===== src/rtl/debounce_fsm.sv =====
// Switch debouncer: synchronises a raw bouncy input and qualifies each
// transition with a Moore FSM and down-counter before moving `level`.
module debounce_fsm #(
    parameter int SYNC_STAGES   = 2,
    parameter int STABLE_CYCLES = 8
) (
    input  logic clk,
    input  logic reset,
    input  logic sw,
    output logic level,
    output logic busy
);

    localparam int CNT_W = $clog2(STABLE_CYCLES);
    localparam logic [CNT_W-1:0] CNT_TOP = CNT_W'(STABLE_CYCLES - 1);

    typedef enum logic [1:0] {
        ZERO,
        WAIT1,
        ONE,
        WAIT0
    } state_e;

    logic [SYNC_STAGES-1:0] sync_q, sync_d;
    logic                   s;
    state_e                 state_q, state_d;
    logic [CNT_W-1:0]       cnt_q, cnt_d;
    logic                   level_q, level_d;
    logic                   busy_q, busy_d;

    always_comb begin
        sync_d  = {sync_q[SYNC_STAGES-2:0], sw};
        s       = sync_q[SYNC_STAGES-1];
        state_d = state_q;
        cnt_d   = cnt_q;
        unique case (state_q)
            ZERO: begin
                if (s) begin
                    state_d = WAIT1;
                    cnt_d   = CNT_TOP;
                end
            end
            WAIT1: begin
                if (!s)
                    state_d = ZERO;
                else if (cnt_q == '0)
                    state_d = ONE;
                else
                    cnt_d = cnt_q - CNT_W'(1);
            end
            ONE: begin
                if (!s) begin
                    state_d = WAIT0;
                    cnt_d   = CNT_TOP;
                end
            end
            WAIT0: begin
                if (s)
                    state_d = ONE;
                else if (cnt_q == '0)
                    state_d = ZERO;
                else
                    cnt_d = cnt_q - CNT_W'(1);
            end
            default: state_d = ZERO;
        endcase
        // Outputs decoded from the next state so they register with it.
        level_d = (state_d == ONE) || (state_d == WAIT0);
        busy_d  = (state_d == WAIT1) || (state_d == WAIT0);
    end

    always_ff @(posedge clk or posedge reset) begin
        if (reset) begin
            sync_q  <= '0;
            state_q <= ZERO;
            cnt_q   <= '0;
            level_q <= 1'b0;
            busy_q  <= 1'b0;
        end else begin
            sync_q  <= sync_d;
            state_q <= state_d;
            cnt_q   <= cnt_d;
            level_q <= level_d;
            busy_q  <= busy_d;
        end
    end

    assign level = level_q;
    assign busy  = busy_q;

endmodule


===== config.mk =====
export PLATFORM = sky130hd
export DESIGN_NAME = debounce_fsm
export DESIGN_NICKNAME = d
export VERILOG_FILES = /design/src/rtl/debounce_fsm.sv
export SDC_FILE = /design/constraint.sdc
export NUM_CORES = 1
export LEC_CHECK = 0
export CAP_MARGIN = 15
export CORE_AREA = 4 4 41 43
export DETAILED_ROUTE_END_ITERATION = 6
export DIE_AREA = 0 0 45 47
export PLACE_DENSITY_LB_ADDON = 0.25
export SLEW_MARGIN = 20
export SYNTH_ARGS = -nofsm -noshare
export SYNTH_HDL_FRONTEND = slang
export SYNTH_SLANG_ARGS = --single-unit
export TNS_END_PERCENT = 50

===== constraint.sdc =====
create_clock -name clk -period 1.48 [get_ports clk]
set_clock_uncertainty 0.15 [all_clocks]
set_input_delay 0.148 -clock clk [delete_from_list [all_inputs] [get_ports clk]]
set_output_delay 0.148 -clock clk [all_outputs]
set_load 0.02 [all_outputs]

* Yosys cells after proc, flatten, opt, wreduce, memory -nomap -nowiden
Index checks and enable logic that the tools add are counted.
** Storage, ports and cells
- Register bits after elaboration :: 9
- Bits of input ports :: 3
- Output and inout port bits :: 2
- Word-level logic and storage cells :: 34
** Cells by class
- Add/sub/neg operators :: 1
- Equality and inequality tests :: 10
- Mux-type cells :: 13
- Reduce and logical (&&, ||, !) cells :: 5
** Operator list (count)
- $mux W3 :: 5
- $mux W2 :: 6
- $pmux W3 S4 :: 1
- $eq A2 B2 Y1 const B :: 4
- $ne A2 B2 Y1 const B :: 4
- $pmux W2 S4 :: 1
- $eq A2 B1 Y1 const B :: 2
- $reduce_and A4 Y1 :: 1
- $logic_not A3 Y1 :: 1
- $sub A3 B1 Y3 const B :: 1
- $logic_not A2 Y1 :: 1
- $logic_or A1 B1 Y1 :: 2

* Depth between registers and ports, before layout
Gate-level depths: netlist of the first run.
- Depth in word-level cells :: 6
- Mapped depth :: 5

* Worst setup path after synthesis of the first run
No wires, ideal clock.
- Kind :: reg2reg
- Start :: register cnt_q[0]
- End :: register level_q (netlist: level)
- Library setup time :: 0.128 ns
- Data arrival time :: 1.059 ns
- Data required time :: 1.202 ns
- Path slack :: 0.144 ns
- Stages on the path, launching flop included :: 5
- Clock period less this slack :: 1.336 ns
- Path through :: dfrtp_1 > inv_1 > ha_1 > nand3b_2 > mux2_1
** On the way
- Word-level cells in the longest chain between the ends :: 6
- Elaborated cells on any way between the ends :: 9
- Classes of those cells :: 2 x eq/ne; 5 x mux; 2 x reduce/logical
** Ends and longest elaborated chain
- start: declaration :: RTL line 27 : logic [CNT_W-1:0] cnt_q, cnt_d;
- start signal: assignment :: RTL line 82 : cnt_q <= cnt_d;
- $logic_not A3 Y1 * :: RTL line 46, 60
- $mux W2, on equally long branches :: RTL line 60, 46
- $mux W2, on equally long branches :: RTL line 58, 44
- $pmux W2 S4 * :: RTL line 36 : unique case (state_q)
- $eq A2 B2 Y1 :: RTL line 68 : level_d = (state_d == ONE) || (state_d == WAIT0);
- $logic_or A1 B1 Y1 * :: RTL line 68
- via level_d :: RTL line 28 : logic level_q, level_d;
- end signal: assignment :: RTL line 83 : level_q <= level_d;
- end: declaration :: RTL line 28
Mark *: on every way through the listed nets, which the timed path passes. The rest lies on a longest branch.
A chain may end at the register's enable or synchronous reset.

==> flow_metrics.py, run 1 <==
metrics = {
    "run_status": {
        "status": "complete, no violations",
    },
    "cells_and_area": {
        "regArea_sq_um": 200,
        "nets": 43,
        "fill_cells": 137,
        "syn2layout_area_growth_pct": 30.4,
        "drive_gt1_share_pct": 16.7,
        "diodes": 0,
        "multi_input_area_sq_um": 135,
    },
    "clock_tree": {
        "path_clk_slew_ns": 0.05,
        "h-tree-depth": 1,
        "cts_tree": "done",
        "cts_root_buffer": "clkbuf_4",
        "clk_path_buf_depth": 2,
        "numClockSinks": 8,
        "clock_latency_ns": 0.26,
        "post_cts_buffers": 0,
        "cts_buffers": 3,
    },
    "hold_path": {
        "hold_class": "primary input to flip-flop",
        "hp-start": "sw",
        "hold_path_end": "sync_q[0]$_DFF_PP0_",
        "min_path_cells": 1,
    },
    "critical_path": {
        "cpMaxStageDelayCell": "dfrtp_1",
        "reg2reg_depth": 4,
        "worstSetupPathType": "flip-flop to output port",
        "max_stage_delay_ns": 0.46,
        "cp_max_fo": 5,
        "path_cells": "dlygate4sd2_1",
        "path_buf_inv": 1,
        "cp-end-kind": "output port",
        "r2r-start": "cnt_q[0]$_DFFE_PP0P_",
        "cp.required_ns": 1.18,
        "arrival_ns": 1.07,
        "reg2reg_to": "state_q[1]$_DFF_PP0_",
        "crit_family": "flip-flops",
        "r2r_slack_ns": 0.12,
        "critPathLaunchType": "flip-flop",
    },
    "timing": {
        "worst_slew_pin_slew_ns": 0.305,
        "setup_viol": 0,
        "finalSetupTns_ns": 0,
        "period_share_pct": 92.5,
        "slew_viol_final": 0,
        "post-route-min-period_ns": 1.37,
        "finalHoldViolCount": 0,
        "fmax_ghz": 0.731,
        "fin_ws_ns": 0.111,
        "hold_ws_ns": 0.188,
        "relSlewSlack_pct": 79.6,
        "rsz0062_at_grt": "false",
    },
    "drt": {
        "num_vias": 225,
        "wl_per_cell_um": 10.8,
        "drc": 0,
        "finalWirelength_um": 550,
        "first_pass_iters": 4,
        "via_per_inst": 4.41,
        "drt_iter0_drc": 4,
        "ant_nets": 0,
    },
    "synthesis": {
        "synth_top_area_cell": "dfrtp_1",
        "ys_seq_elements": 8,
        "yosys.area.top_type_share_pct": 58.0,
        "synth_common_cells": "dfrtp_1 (8), inv_1 (5), ha_1 (2), mux2_1 (2), nand2_1 (2)",
        "synthCells": 27,
        "ys_top_cells_by_area": "dfrtp_1 (58%), ha_1 (7.2%), mux2_1 (6.5%)",
        "synth_edf_count": 0,
        "synth_area_sq_um": 345,
        "ys_seq_area_share_pct": 58.0,
        "synth-main-ff-cell": "dfrtp_1",
        "synthesis.nets": 32,
        "synth.distinct_cells": 13,
        "syn_area_per_cell_sq_um": 12.8,
        "ys_warn_count": 0,
        "yosysMostFrequentCell": "dfrtp_1",
        "synth-async-reset-ratio_pct": 100,
    },
    "power_and_ir_drop": {
        "peakVddDrop_uv": 905,
        "clock_power_share_pct": 21.5,
        "p_sw_uw": 259,
        "p_leak_uw": 0.000240,
        "total_power_uw": 767,
        "p_sw_share_pct": 33.8,
        "p_comb_share_pct": 32.9,
        "seqPwrFrac_pct": 45.5,
        "p_int_uw": 507,
        "power_density_nw_per_um2": 1700,
    },
    "placement": {
        "dpl.hpwl_um": 396,
        "portBuffers": 4,
        "pre_cts_slack_ns": 0.0999,
        "gp_congestion": 0.682,
    },
    "global_routing": {
        "grt_pass1_vias": 245,
        "grt_pass1_wl_um": 1020,
        "grt_use_total_pct": 7.58,
        "grt_max_degree": 9,
        "overflow": 0,
        "antenna_found_initial": 0,
    },
    "die": {
        "die_x_um": 45,
        "initial_core_util_pct": 26.5,
        "die_h_um": 47,
        "pin_count": 5,
        "core_sq_um": 1300,
        "row_count": 13,
        "dieArea_sq_um": 2120,
    },
    "job": {
        "maxCapViolCount": 0,
    },
}
routing by layer:
layer,vias up,wire [um],track usage [%]
li1,111,-,-
met4,0,16,7.02
met1,104,256,7.96
met3,4,43,5.75
met2,6,234,9.60
met5,-,0,0
cell type report:
cell class / instances / area share [%]
Timing Repair Buffer: 6 / 12.2
Sequential cell: 8 / 44.4
Tap cell: 15 / 4.17
Multi-Input combinational cell: 14 / 30.0
Clock buffer: 3 / 5.00
Inverter: 5 / 4.17
repair_timing:
item,in CTS,in global routing
hold endpoints to repair,8,0
cloned,0,0
hold buffers,1,0
resized for setup,2,1
setup endpoints to repair,2,1
power groups by stage:
| stage | registers, uW | logic [uW] | clock network (uW) |
|---|---|---|---|
| floorplan | 365 | 141 | 0 |
| global placement | 345 | 256 | 0 |
| detailed placement | 347 | 265 | 0 |
| CTS | 343 | 252 | 180 |
| global route | 363 | 285 | 193 |
| finish | 349 | 253 | 165 |
worst max-delay path by stage:
| stage | startpoint | to | slack, ns | cells after the start |
|---|---|---|---|---|
| floorplan | cnt_q[0]$_DFFE_PP0P_ | level$_DFF_PP0_ | 0.14 | 4 |
| finish | state_q[0]$_DFF_PP0_ | busy | 0.11 | 1 |
| global placement | cnt_q[1]$_DFFE_PP0P_ | level$_DFF_PP0_ | 0.12 | 4 |
| CTS | cnt_q[0]$_DFFE_PP0P_ | state_q[1]$_DFF_PP0_ | 0.1 | 4 |
| global route | cnt_q[1]$_DFFE_PP0P_ | level$_DFF_PP0_ | 0.02 | 4 |
| detailed placement | cnt_q[0]$_DFFE_PP0P_ | state_q[1]$_DFF_PP0_ | 0.1 | 4 |
worst register-to-register path: cells and delay by family, from the launching register on:
kind / cells / cell delay, ns
buffers and inverters: 1 / 0.08
and+or+nand+nor: 1 / 0.12
DFF: 1 / 0.37
muxes: 1 / 0.33
adders and majority gates: 1 / 0.21
cell usage in the layout, fill, tap and decap left out:
| master | n |
|---|---|
| dfrtp_1 | 8 |
| inv_1 | 5 |
| clkbuf_4 | 3 |
| nand2_1 | 2 |
| mux2_1 | 2 |
| ha_1 | 2 |
| clkdlybuf4s50_1 | 2 |
| dlygate4sd2_1 | 2 |
| nand3b_4 | 1 |
| xor2_2 | 1 |
| a21oi_1 | 1 |
| a41oi_1 | 1 |
| o31ai_1 | 1 |
| a22o_1 | 1 |
| nand4_1 | 1 |
| a21boi_1 | 1 |
| dlygate4sd3_1 | 1 |
| buf_4 | 1 |
stage by stage:
step | util [%] | std cells | area [sq um]
final | 34.6 | 51 | 450
after detailed placement | 31.6 | 47 | 412
after CTS | 33.9 | 51 | 442
after floorplan | - | 27 | 345
after global routing | 34.6 | 51 | 450
after global placement | 31.6 | 47 | 412
sequential cells by signal, indices dropped and copies added, names as in the netlist:
| register | cells |
|---|---|
| cnt_q | 3 |
| state_q | 2 |
| sync_q | 2 |
| level | 1 |
logic make-up (layout without fill, tap and decap cells):
group           count (synthesis)  in the layout  share of synthesized area [%]
xor+xnor                        1              1                           4.71
fa+ha+maj                       2              2                           7.25
mux                             2              2                           6.52
buf+inv                         5             14                           5.44
simple gates                    4              4                           7.25
flops                           8              8                           58.0
compound gates                  5              5                           10.9
Power figures use the tool's default switching activity.
==> inputs of run 2 (changes only) <==
--- a/config.mk
+++ b/config.mk
@@ -10,6 +10,7 @@
 export DETAILED_ROUTE_END_ITERATION = 6
 export DIE_AREA = 0 0 45 47
 export PLACE_DENSITY_LB_ADDON = 0.25
+export SETUP_SLACK_MARGIN = 0.2
 export SLEW_MARGIN = 20
 export SYNTH_ARGS = -nofsm -noshare
 export SYNTH_HDL_FRONTEND = slang
==> run 2 against run 1 <==
Largest cell class unchanged. Cell count increased by 2.0%. Worst hold slack improved by 0.0024 ns. Via count up 0.89%. Critical path depth rose by 3. Sequential cell count is the same. Wire length is 12% higher. Non-clock buffer count rose by 1. Clock power decreased by 2%. Critical endpoint is now level$_DFF_PP0_. Utilization is 2.1 points higher. Register-to-register slack gained 0.02 ns. Clock-buffer cell count did not move. Combinational power is 36% higher.
==> flow_metrics.py, run 2 (synthesized netlist as in run 1, its figures left out) <==
metrics = {
    "cells_and_area": {
        "drive_gt1_share_pct": 32.4,
        "nets": 44,
        "top_register": "cnt_q",
        "syn2layout_area_growth_pct": 38.4,
        "diodes": 0,
        "largest_reg_flops": 3,
        "final_cell_mix": "dfrtp_1 (8), inv_1 (3), clkbuf_4 (3)",
        "top_regs": "cnt_q (3), state_q (2), sync_q (2)",
        "final_common_cell": "dfrtp_1",
    },
    "timing": {
        "rsz0062_at_grt": "true",
        "period_share_pct": 90.6,
        "fmax_ghz": 0.746,
        "fin_ws_ns": 0.140,
        "slew_viol_final": 0,
        "finalSetupTns_ns": 0,
        "worst_slew_pin_slew_ns": 0.314,
        "relSlewSlack_pct": 79.1,
        "hold_ws_ns": 0.190,
        "post-route-min-period_ns": 1.34,
        "finalHoldViolCount": 0,
        "setup_viol": 0,
    },
    "clock_tree": {
        "h-tree-depth": 1,
        "path_clk_slew_ns": 0.05,
        "cts_buffers": 3,
        "cts_tree": "done",
        "numClockSinks": 8,
        "clk_path_buf_depth": 2,
        "clock_latency_ns": 0.25,
        "cts_root_buffer": "clkbuf_4",
    },
    "die": {
        "core_sq_um": 1300,
        "dieArea_sq_um": 2120,
        "die_h_um": 47,
        "pin_count": 5,
        "row_count": 13,
        "die_x_um": 45,
        "initial_core_util_pct": 26.5,
    },
    "drt": {
        "via_per_inst": 4.37,
        "drt_iter0_drc": 4,
        "num_vias": 227,
        "wl_per_cell_um": 11.8,
        "first_pass_iters": 4,
        "finalWirelength_um": 614,
        "drc": 0,
        "ant_nets": 0,
    },
    "global_routing": {
        "grt_max_degree": 9,
        "antenna_found_initial": 0,
        "overflow": 0,
        "grt_pass1_vias": 222,
        "grt_use_total_pct": 7.59,
        "grt_pass1_wl_um": 1040,
    },
    "critical_path": {
        "worstSetupPathType": "flip-flop to flip-flop",
        "path_cells": "inv_2, ha_4, nand3b_4, mux2_4",
        "cp.required_ns": 1.46,
        "max_stage_delay_ns": 0.39,
        "cp_max_fo": 6,
        "cpMaxStageDelayCell": "dfrtp_1",
        "cp-end-kind": "flip-flop",
        "critPathLaunchType": "flip-flop",
        "arrival_ns": 1.32,
    },
    "power_and_ir_drop": {
        "p_sw_share_pct": 34.1,
        "p_comb_share_pct": 40.7,
        "power_density_nw_per_um2": 1770,
        "peakVddDrop_uv": 671,
        "p_int_uw": 557,
        "p_leak_uw": 0.000246,
        "clock_power_share_pct": 19.0,
        "seqPwrFrac_pct": 40.2,
        "total_power_uw": 845,
        "p_sw_uw": 288,
    },
    "placement": {
        "portBuffers": 4,
        "dpl.hpwl_um": 446,
        "pre_cts_slack_ns": 0.109,
        "gp_congestion": 0.717,
    },
    "hold_path": {
        "hold_class": "primary input to flip-flop",
    },
    "run_status": {
        "status": "complete, no violations",
    },
    "job": {
        "maxCapViolCount": 0,
    },
}
run 2: critical path: cells and delay by family, from the launching register on:
| family | cells | cell delay [ns] |
|---|---|---|
| buffers and inverters | 1 | 0.10 |
| multiplexers | 1 | 0.32 |
| flip-flops | 1 | 0.39 |
| AND/OR/NAND/NOR | 1 | 0.12 |
| adder cells (fa/ha/maj) | 1 | 0.15 |
run 2: through the flow:
step                      cell area, sq um  cells  util, %
final                                  478     52     36.7
after global routing                   478     52     36.7
after CTS                              478     52     36.7
after detailed placement               430     47     33.1
after global placement                 430     47     33.1
after floorplan                        364     27        -
run 2: per-layer routing:
layer,wire length [um],vias to the layer above,track usage (%)
li1,-,113,-
met1,285,110,8.24
met2,301,4,11.9
met3,27,0,3.45
met4,0,0,5.26
met5,0,-,0
run 2: worst paths after layout:
kind	from	endpoint	slack, ns	cells past startpoint
hold reg to reg	sync_q[0]$_DFF_PP0_	sync_q[1]$_DFF_PP0_	0.20	0
hold / removal	sw	sync_q[0]$_DFF_PP0_	0.19	1
setup / recovery	cnt_q[0]$_DFFE_PP0P_	level$_DFF_PP0_	0.14	4
min in group asynchronous	reset	cnt_q[0]$_DFFE_PP0P_	0.56	3
setup reg to reg	cnt_q[0]$_DFFE_PP0P_	level$_DFF_PP0_	0.14	4
max in group asynchronous	reset	cnt_q[1]$_DFFE_PP0P_	0.38	3
run 2: area by class of cell:
class                           count  area [sq um]
Clock buffer                        3          22.5
Fill cell                         139           823
Inverter                            5          18.8
Multi-Input combinational cell     14           155
Sequential cell                     8           200
Tap cell                           15          18.8
Timing Repair Buffer                7          62.6
run 2: power by group through the flow:
stage / clock [uW] / combinational (uW) / sequential, uW
2_1_floorplan: 0 / 168 / 373
6_report: 161 / 344 / 340
3_3_place_gp: 0 / 292 / 337
3_5_place_dp: 0 / 314 / 343
5_1_grt: 186 / 382 / 351
4_1_cts: 169 / 340 / 341
run 2: timing repair:
item / 4_1_cts / 5_1_grt
setup endpoints to repair: 6 / 5
endpoints found under the hold margin: 5 / 0
cloned: 0 / 0
gates resized for setup: 4 / 0
hold buffers: 1 / 0
setup buffers: 1 / 0
pin swaps: 1 / 0
==> inputs of run 3 (changes only) <==
--- a/config.mk
+++ b/config.mk
@@ -5,6 +5,7 @@
 export SDC_FILE = /design/constraint.sdc
 export NUM_CORES = 1
 export LEC_CHECK = 0
+export ABC_AREA = 1
 export CAP_MARGIN = 15
 export CORE_AREA = 4 4 41 43
 export DETAILED_ROUTE_END_ITERATION = 6
==> run 3 against run 2 <==
The flow now finishes with violations (negative hold slack). Synthesized cell count increased by 67%. Die area unchanged. Sequential cell count stayed put. Clock power is 6% higher. Non-clock buffer count decreased by 2. Sequential share of layout area decreased by 2.4 points. Cell count rose by 31%. Critical endpoint is now busy.
==> flow_metrics.py, run 3 <==
metrics = {
    "drt": {
        "ant_nets": 0,
        "first_pass_iters": 2,
        "finalWirelength_um": 680,
        "num_vias": 294,
        "drc": 0,
        "via_per_inst": 4.32,
        "wl_per_cell_um": 10.0,
        "drt_iter0_drc": 1,
    },
    "synthesis": {
        "synthesis.nets": 50,
        "synthCells": 45,
        "ys_top_cells_by_area": "dfrtp_1 (51%), nand2_1 (12%), inv_1 (6.7%)",
        "ys_warn_count": 0,
        "synth_area_sq_um": 393,
        "syn_area_per_cell_sq_um": 8.73,
        "synth-async-reset-ratio_pct": 100,
        "synth.distinct_cells": 12,
        "synth_top_area_cell": "dfrtp_1",
        "yosysMostFrequentCell": "nand2_1",
        "ys_seq_area_share_pct": 51.0,
        "yosys.area.top_type_share_pct": 51.0,
        "synth-main-ff-cell": "dfrtp_1",
        "synth_common_cells": "nand2_1 (13), dfrtp_1 (8), inv_1 (7)",
        "synth_edf_count": 0,
        "ys_seq_elements": 8,
    },
    "critical_path": {
        "cpMaxStageDelayCell": "dfrtp_1",
        "critPathLaunchType": "flip-flop",
        "worstSetupPathType": "flip-flop to output port",
        "cp-end-kind": "output port",
        "reg2reg_to": "cnt_q[2]$_DFFE_PP0P_",
        "max_stage_delay_ns": 0.37,
        "arrival_ns": 0.95,
        "path_cells": "dlygate4sd2_1",
        "cp.required_ns": 1.18,
        "path_buf_inv": 1,
        "r2r_slack_ns": 0.27,
        "reg2reg_depth": 7,
        "r2r-start": "cnt_q[0]$_DFFE_PP0P_",
        "cp_max_fo": 2,
        "crit_family": "flip-flops",
    },
    "cells_and_area": {
        "drive_gt1_share_pct": 28.3,
        "final_cell_mix": "nand2_1 (13), dfrtp_1 (8), inv_1 (5)",
        "syn2layout_area_growth_pct": 29.0,
        "fin_util_pct": 38.9,
        "fill_cells": 148,
        "diodes": 0,
        "top_register": "cnt_q",
        "top_regs": "cnt_q (3), state_q (2), sync_q (2)",
        "final_common_cell": "nand2_1",
        "largest_reg_flops": 3,
        "nets": 60,
    },
    "clock_tree": {
        "cts_root_buffer": "clkbuf_4",
        "ctsHoldBuffers": 0,
        "cts_buffers": 3,
        "cts_tree": "done",
        "h-tree-depth": 1,
        "clk_path_buf_depth": 2,
        "clock_latency_ns": 0.25,
        "path_clk_slew_ns": 0.06,
        "numClockSinks": 8,
    },
    "timing": {
        "setup_viol": 0,
        "relSlewSlack_pct": 79.4,
        "finalHoldViolCount": 8,
        "fmax_ghz": 0.804,
        "post-route-min-period_ns": 1.24,
        "worst_slew_pin_slew_ns": 0.309,
        "hold_ws_ns": -0.0156,
        "period_share_pct": 84.0,
        "rsz0062_at_grt": "true",
        "slew_viol_final": 0,
        "finalSetupTns_ns": 0,
    },
    "die": {
        "dieArea_sq_um": 2120,
        "initial_core_util_pct": 30.2,
        "die_x_um": 45,
        "row_count": 13,
        "core_sq_um": 1300,
        "die_h_um": 47,
        "pin_count": 5,
    },
    "hold_path": {
        "hold_class": "primary input to asynchronous set/reset pin",
    },
    "global_routing": {
        "grt_pass1_vias": 287,
        "grt_pass1_wl_um": 1200,
        "antenna_found_initial": 0,
        "overflow": 0,
        "grt_max_degree": 9,
        "grt_use_total_pct": 8.27,
    },
    "power_and_ir_drop": {
        "total_power_uw": 1010,
        "p_leak_uw": 0.000261,
        "power_density_nw_per_um2": 2000,
        "peakVddDrop_uv": 787,
    },
    "run_status": {
        "violations": "negative hold slack",
        "status": "finished with violations",
    },
    "placement": {
        "portBuffers": 4,
        "gp_congestion": 0.738,
        "dpl.hpwl_um": 526,
    },
    "job": {
        "maxCapViolCount": 0,
    },
}
-- run 3: cell types whose count changed in the layout (fill, tap and decap cells not counted), sizes merged, moves of 2 or more --
cell   delta
mux2      -2
nand3     +5
nand2    +14
o21ai     +2
nor2      +4
inv       +3
-- run 3: logic make-up (layout without fill, tap and decap cells) --
group,count (synthesis),after routing,synth area share [%]
simple gates,25,25,32.5
fa+ha+maj,2,2,6.37
compound gates,2,2,2.55
flops,8,8,51.0
buf+inv,8,16,7.64
-- run 3: metrics by stage --
step	cells	worst slack, ns	area [sq um]
final	68	0.236	507
after global routing	68	0.191	507
after floorplan	45	0.275	393
after global placement	65	0.216	459
after detailed placement	65	0.188	459
after CTS	68	0.184	489
-- run 3: layout make-up --
type,instances,area (sq um),area share [%]
Tap cell,15,18.8,3.70
Clock buffer,3,22.5,4.44
Sequential cell,8,200,39.5
Inverter,8,30.0,5.93
Multi-Input combinational cell,29,190,37.5
Timing Repair Buffer,5,45.0,8.89
-- run 3: worst max path at each step --
stage / endpoint / from / slack, ns / cells after the start
after floorplan: cnt_q[2]$_DFFE_PP0P_ / cnt_q[0]$_DFFE_PP0P_ / 0.28 / 7
after global placement: cnt_q[2]$_DFFE_PP0P_ / cnt_q[0]$_DFFE_PP0P_ / 0.22 / 6
after detailed placement: cnt_q[0]$_DFFE_PP0P_ / cnt_q[0]$_DFFE_PP0P_ / 0.19 / 6
after CTS: cnt_q[2]$_DFFE_PP0P_ / cnt_q[0]$_DFFE_PP0P_ / 0.18 / 7
after global routing: cnt_q[2]$_DFFE_PP0P_ / cnt_q[0]$_DFFE_PP0P_ / 0.19 / 7
final: busy / state_q[0]$_DFF_PP0_ / 0.24 / 1
-- run 3: timing repair --
item,CTS,global route
setup endpoints to repair,6,5
pin swaps,0,1
buffers inserted,0,0
resized for setup,4,4
-- run 3: routing by layer --
metal  up-vias  GRT usage [%]  share of wire, %
met1       132           9.98                45
met3         0           5.75               6.3
met5         -              0                 0
li1        156              -                 -
met2         6           12.1                49
met4         0           1.75                 0
-- run 3: report_power, final --
| group | leakage [uW] | switching [uW] | total, uW | internal, uW |
|---|---|---|---|---|
| Sequential | 0.0000947 | 64.7 | 366 | 301 |
| Clock | 0.0000138 | 77.9 | 171 | 93.1 |
| Combinational | 0.000152 | 277 | 475 | 198 |
==> patch 1 (config.mk and constraints of run 3) <==
Set the parameter `STABLE_CYCLES` to 4 (it was 8).
--- a/src/rtl/debounce_fsm.sv
+++ b/src/rtl/debounce_fsm.sv
@@ -2,7 +2,7 @@
 // transition with a Moore FSM and down-counter before moving `level`.
 module debounce_fsm #(
     parameter int SYNC_STAGES   = 2,
-    parameter int STABLE_CYCLES = 8
+    parameter int STABLE_CYCLES = 4
 ) (
     input  logic clk,
     input  logic reset,
Behaviour: not the same (a bounded check fails within 10 cycles, from zero or initial values and one cycle with reset high).
==> patch 1 against run 3 <==
- cell area is 23% lower
- critical path depth stayed put
- sequential cell count is 1 lower
- routed wire length is 29% lower
- total power is 22% lower
- setup slack worse by 0.019 ns
- area after synthesis is 28% lower
- worst hold slack better by 0.21 ns
- largest power group unchanged
==> patch 1: results (changes against run 3) <==
[placement]
gp_congestion=0.6802  ; -7.9%

[worst_setup_path]
cp_slowest_stage_delay_ns=0.39  ; +0.02 ns
crit_fanout=4  ; +2
rr_worst_depth=6  ; -1

[route]
wl_met2_um=259  ; -22%
route.vias.total=208  ; -29%
wl_met3_um=15  ; -65%
met1_length_um=205  ; -33%

[worst_hold_path]
hold_class=in -> reg

[outcome]
status=finished clean

[pwr]
p_sw_frac=0.3645  ; -0.05047
total_power_mw=0.7858  ; -22%
p_leak_nw=0.2098  ; -20%

[cells_and_area]
fin_nets=44  ; -27%
clock_area_frac=0.06709  ; +0.02265
drive_gt1_frac=0.1795  ; -0.1035
seqCellArea_um2=175.2  ; -13%
inverters=7  ; -1
sh_seq_area=0.4473  ; +0.05222
stdcell_count=54  ; -21%
reg_top3=cnt_q x2, sync_q x2

[global_routing]
groute.layer.met3.usage=0.01149  ; -0.04598
gr-usage-met1=0.08140  ; -0.01837
grt_use_met2=0.08192  ; -0.03955
grt_pass1_vias=219  ; -24%

[sta]
fin_hold_ws_ns=0.1939  ; +0.2095 ns
relSlewSlack=0.8326  ; +0.03847

[synth]
synth.net_count=33  ; -34%
ys_seq_area_frac=0.6167  ; +0.1072

[patch 1: changes by cell type after synthesis]
cell | before | now
nand2_1 | 13 | 8
nand3_1 | 3 | 0
nand4_1 | 0 | 2
nor2_1 | 2 | 0
o21ai_1 | 2 | 0
dfrtp_1 | 8 | 7
ha_1 | 2 | 1
inv_2 | 1 | 0
nand2_2 | 3 | 2
nand3_2 | 2 | 1
nor2_2 | 1 | 0
nor2_4 | 1 | 0
o21ai_0 | 0 | 1
[patch 1: kinds of logic (layout without fill, tap and decap cells)]
group / after synthesis / in the layout / share of synthesized area
compound gates: 1 / 1 / 0.01760
flops: 7 / 7 / 0.6167
buf+inv: 7 / 17 / 0.09253
fa+ha+maj: 1 / 1 / 0.04405
simple gates: 13 / 13 / 0.2291
[patch 1: repair_timing]
action | 4_1_cts | 5_1_grt
gates resized for setup | 2 | 1
buffers inserted | 0 | 1
pin swaps | 0 | 0
hold buffers | 1 | 0
endpoints found under the setup margin | 2 | 3
endpoints found under the hold margin | 7 | 0
==> patch 2 (settings of run 3) <==
Without the edit above. Add an input register stage for `sw`; this delays it by one clock.
--- a/src/rtl/debounce_fsm.sv
+++ b/src/rtl/debounce_fsm.sv
@@ -21,6 +21,12 @@
         WAIT0
     } state_e;
 
+    logic sw_q;
+
+    always_ff @(posedge clk) begin
+        sw_q <= sw;
+    end
+
     logic [SYNC_STAGES-1:0] sync_q, sync_d;
     logic                   s;
     state_e                 state_q, state_d;
@@ -29,7 +35,7 @@
     logic                   busy_q, busy_d;
 
     always_comb begin
-        sync_d  = {sync_q[SYNC_STAGES-2:0], sw};
+        sync_d  = {sync_q[SYNC_STAGES-2:0], sw_q};
         s       = sync_q[SYNC_STAGES-1];
         state_d = state_q;
         cnt_d   = cnt_q;
Formal check against the unedited RTL: not equivalent (a bounded check fails within 4 cycles, from zero or initial values and one cycle with reset high).
==> patch 2 against run 3 <==
- total power is 0.73% higher
- largest cell class unchanged
- area after synthesis increased by 5.1%
- highest routed layer is now met4
- sequential cell count increased by 1
- via count down 0.34%
- cell area grew 4.0%
- setup slack gained 0.013 ns
- routed wire length down 2.4%
- final cell count up 4.4%
==> patch 2: results (changes against run 3) <==
[route]
routed_wl_um=664  ; -2.4%
wl_per_cell_um=9.352  ; -6.5%
via_per_inst=4.127  ; -4.6%
dr.pass1.iters=4  ; +2

[clock_network]
clk_pin_slew_ns=0.06  ; about the same

[placement]
place_hpwl_um=493.7  ; -6.2%
place_area_um2=479.2  ; +4.4%
post-place-cells=66  ; +1.5%
dp_slack_ns=0.2157  ; +0.02783 ns
gp_congestion=0.7504  ; +1.6%

[synth]
synth.distinct_cells=13  ; +1
synth.net_count=51  ; +2.0%
synth_ff_type=dfrtp_1
synthArstFlopShare=0.8889  ; -0.1111
ys_seq_area_frac=0.5333  ; +0.02378
synth_commonest_cells=nand2_1 (13), dfrtp_1 (8), inv_1 (7)
ys_top_cells_by_area=dfrtp_1 (48%), nand2_1 (12%), inv_1 (6.4%), ha_1 (6.1%), dfxtp_1 (4.8%)
syn_inst=46  ; +2.2%

[worst_hold_path]
hold_class=reg -> reg
hold_depth=0

[sta]
tightest_slew_ns=0.3000  ; -0.008485 ns
fin_hold_ws_ns=0.1803  ; +0.1959 ns

[pwr]
p_leak_nw=0.2720  ; +4.3%
peakVddDrop_mv=0.8096  ; +2.9%

[worst_setup_path]
reg2reg_slack_ns=0.25  ; -0.02 ns
cp_slowest_stage_delay_ns=0.40  ; +0.03 ns
crit_fanout=3  ; +1
arrival_ns=1.23  ; +0.28 ns

[cells_and_area]
fin_nets=62  ; +3.3%
fillers=141  ; -4.7%
drive_gt1_frac=0.2679  ; -0.01516

[global_routing]
grt_pass1_vias=289  ; +0.70%
grt_pass1_wl_um=1235  ; +2.9%
grtUsageTotal=0.09171  ; +0.008970

[outcome]
status=finished clean

patch 2: cell types whose count changed after synthesis, sizes merged:
| cell | delta |
|---|---|
| dfxtp | +1 |
patch 2: worst max path at each step:
| stage | start | cells after the start | end |
|---|---|---|---|
| floorplan | cnt_q[0]$_DFFE_PP0P_ | 7 | cnt_q[2]$_DFFE_PP0P_ |
| global placement | cnt_q[0]$_DFFE_PP0P_ | 7 | cnt_q[2]$_DFFE_PP0P_ |
| detailed placement | cnt_q[0]$_DFFE_PP0P_ | 7 | cnt_q[2]$_DFFE_PP0P_ |
| CTS | cnt_q[0]$_DFFE_PP0P_ | 7 | cnt_q[2]$_DFFE_PP0P_ |
| global route | cnt_q[0]$_DFFE_PP0P_ | 7 | cnt_q[2]$_DFFE_PP0P_ |
| finish | cnt_q[0]$_DFFE_PP0P_ | 7 | cnt_q[2]$_DFFE_PP0P_ |
patch 2: kinds of logic (layout without fill, tap and decap cells):
logic type | after synthesis | after routing | synth area share
and+or+nand+nor | 25 | 25 | 0.3091
buffers and inverters | 8 | 18 | 0.07273
DFF | 9 | 9 | 0.5333
adders and majority gates | 2 | 2 | 0.06060
AOI/OAI and AO/OA | 2 | 2 | 0.02424
patch 2: worst register-to-register path, delay by kind of cell (launching register included):
| kind | cells | cell delay (ns) |
|---|---|---|
| DFF | 1 | 0.40 |
| and+or+nand+nor | 5 | 0.36 |
| adders and majority gates | 1 | 0.13 |
| buffers and inverters | 1 | 0.09 |
patch 2: where the power goes:
part           switching, mW  internal [mW]  total (mW)
logic                  0.253          0.187       0.439
clock network         0.0803          0.104       0.184
registers             0.0665          0.330       0.396
total                  0.400          0.620        1.02
patch 2: timing repair:
item | in CTS | in global routing
resized for setup | 2 | 5
hold buffers | 1 | 0
hold endpoints to repair | 8 | 0
pin swaps | 0 | 2
setup endpoints to repair | 3 | 7
patch 2: cell type report:
| class | instances | area, µm² | share of cell area |
|---|---|---|---|
| clock buffers | 4 | 26.28 | 0.04988 |
| inverters | 8 | 30.03 | 0.05701 |
| multi-input cells | 29 | 175.2 | 0.3325 |
| flip-flops and latches | 9 | 220.2 | 0.4181 |
| well taps | 15 | 18.77 | 0.03563 |
| repair buffers | 6 | 56.30 | 0.1069 |
patch 2: layer usage:
| layer | routed length (µm) | global-route usage | vias to the layer above | share of wire |
|---|---|---|---|---|
| met4 | 9 | 0.05263 | 0 | 0.014 |
| met3 | 35 | 0.06897 | 2 | 0.053 |
| met2 | 337 | 0.1441 | 5 | 0.51 |
| li1 | - | - | 157 | - |
| met5 | 0 | 0 | - | 0 |
| met1 | 281 | 0.08645 | 129 | 0.42 |
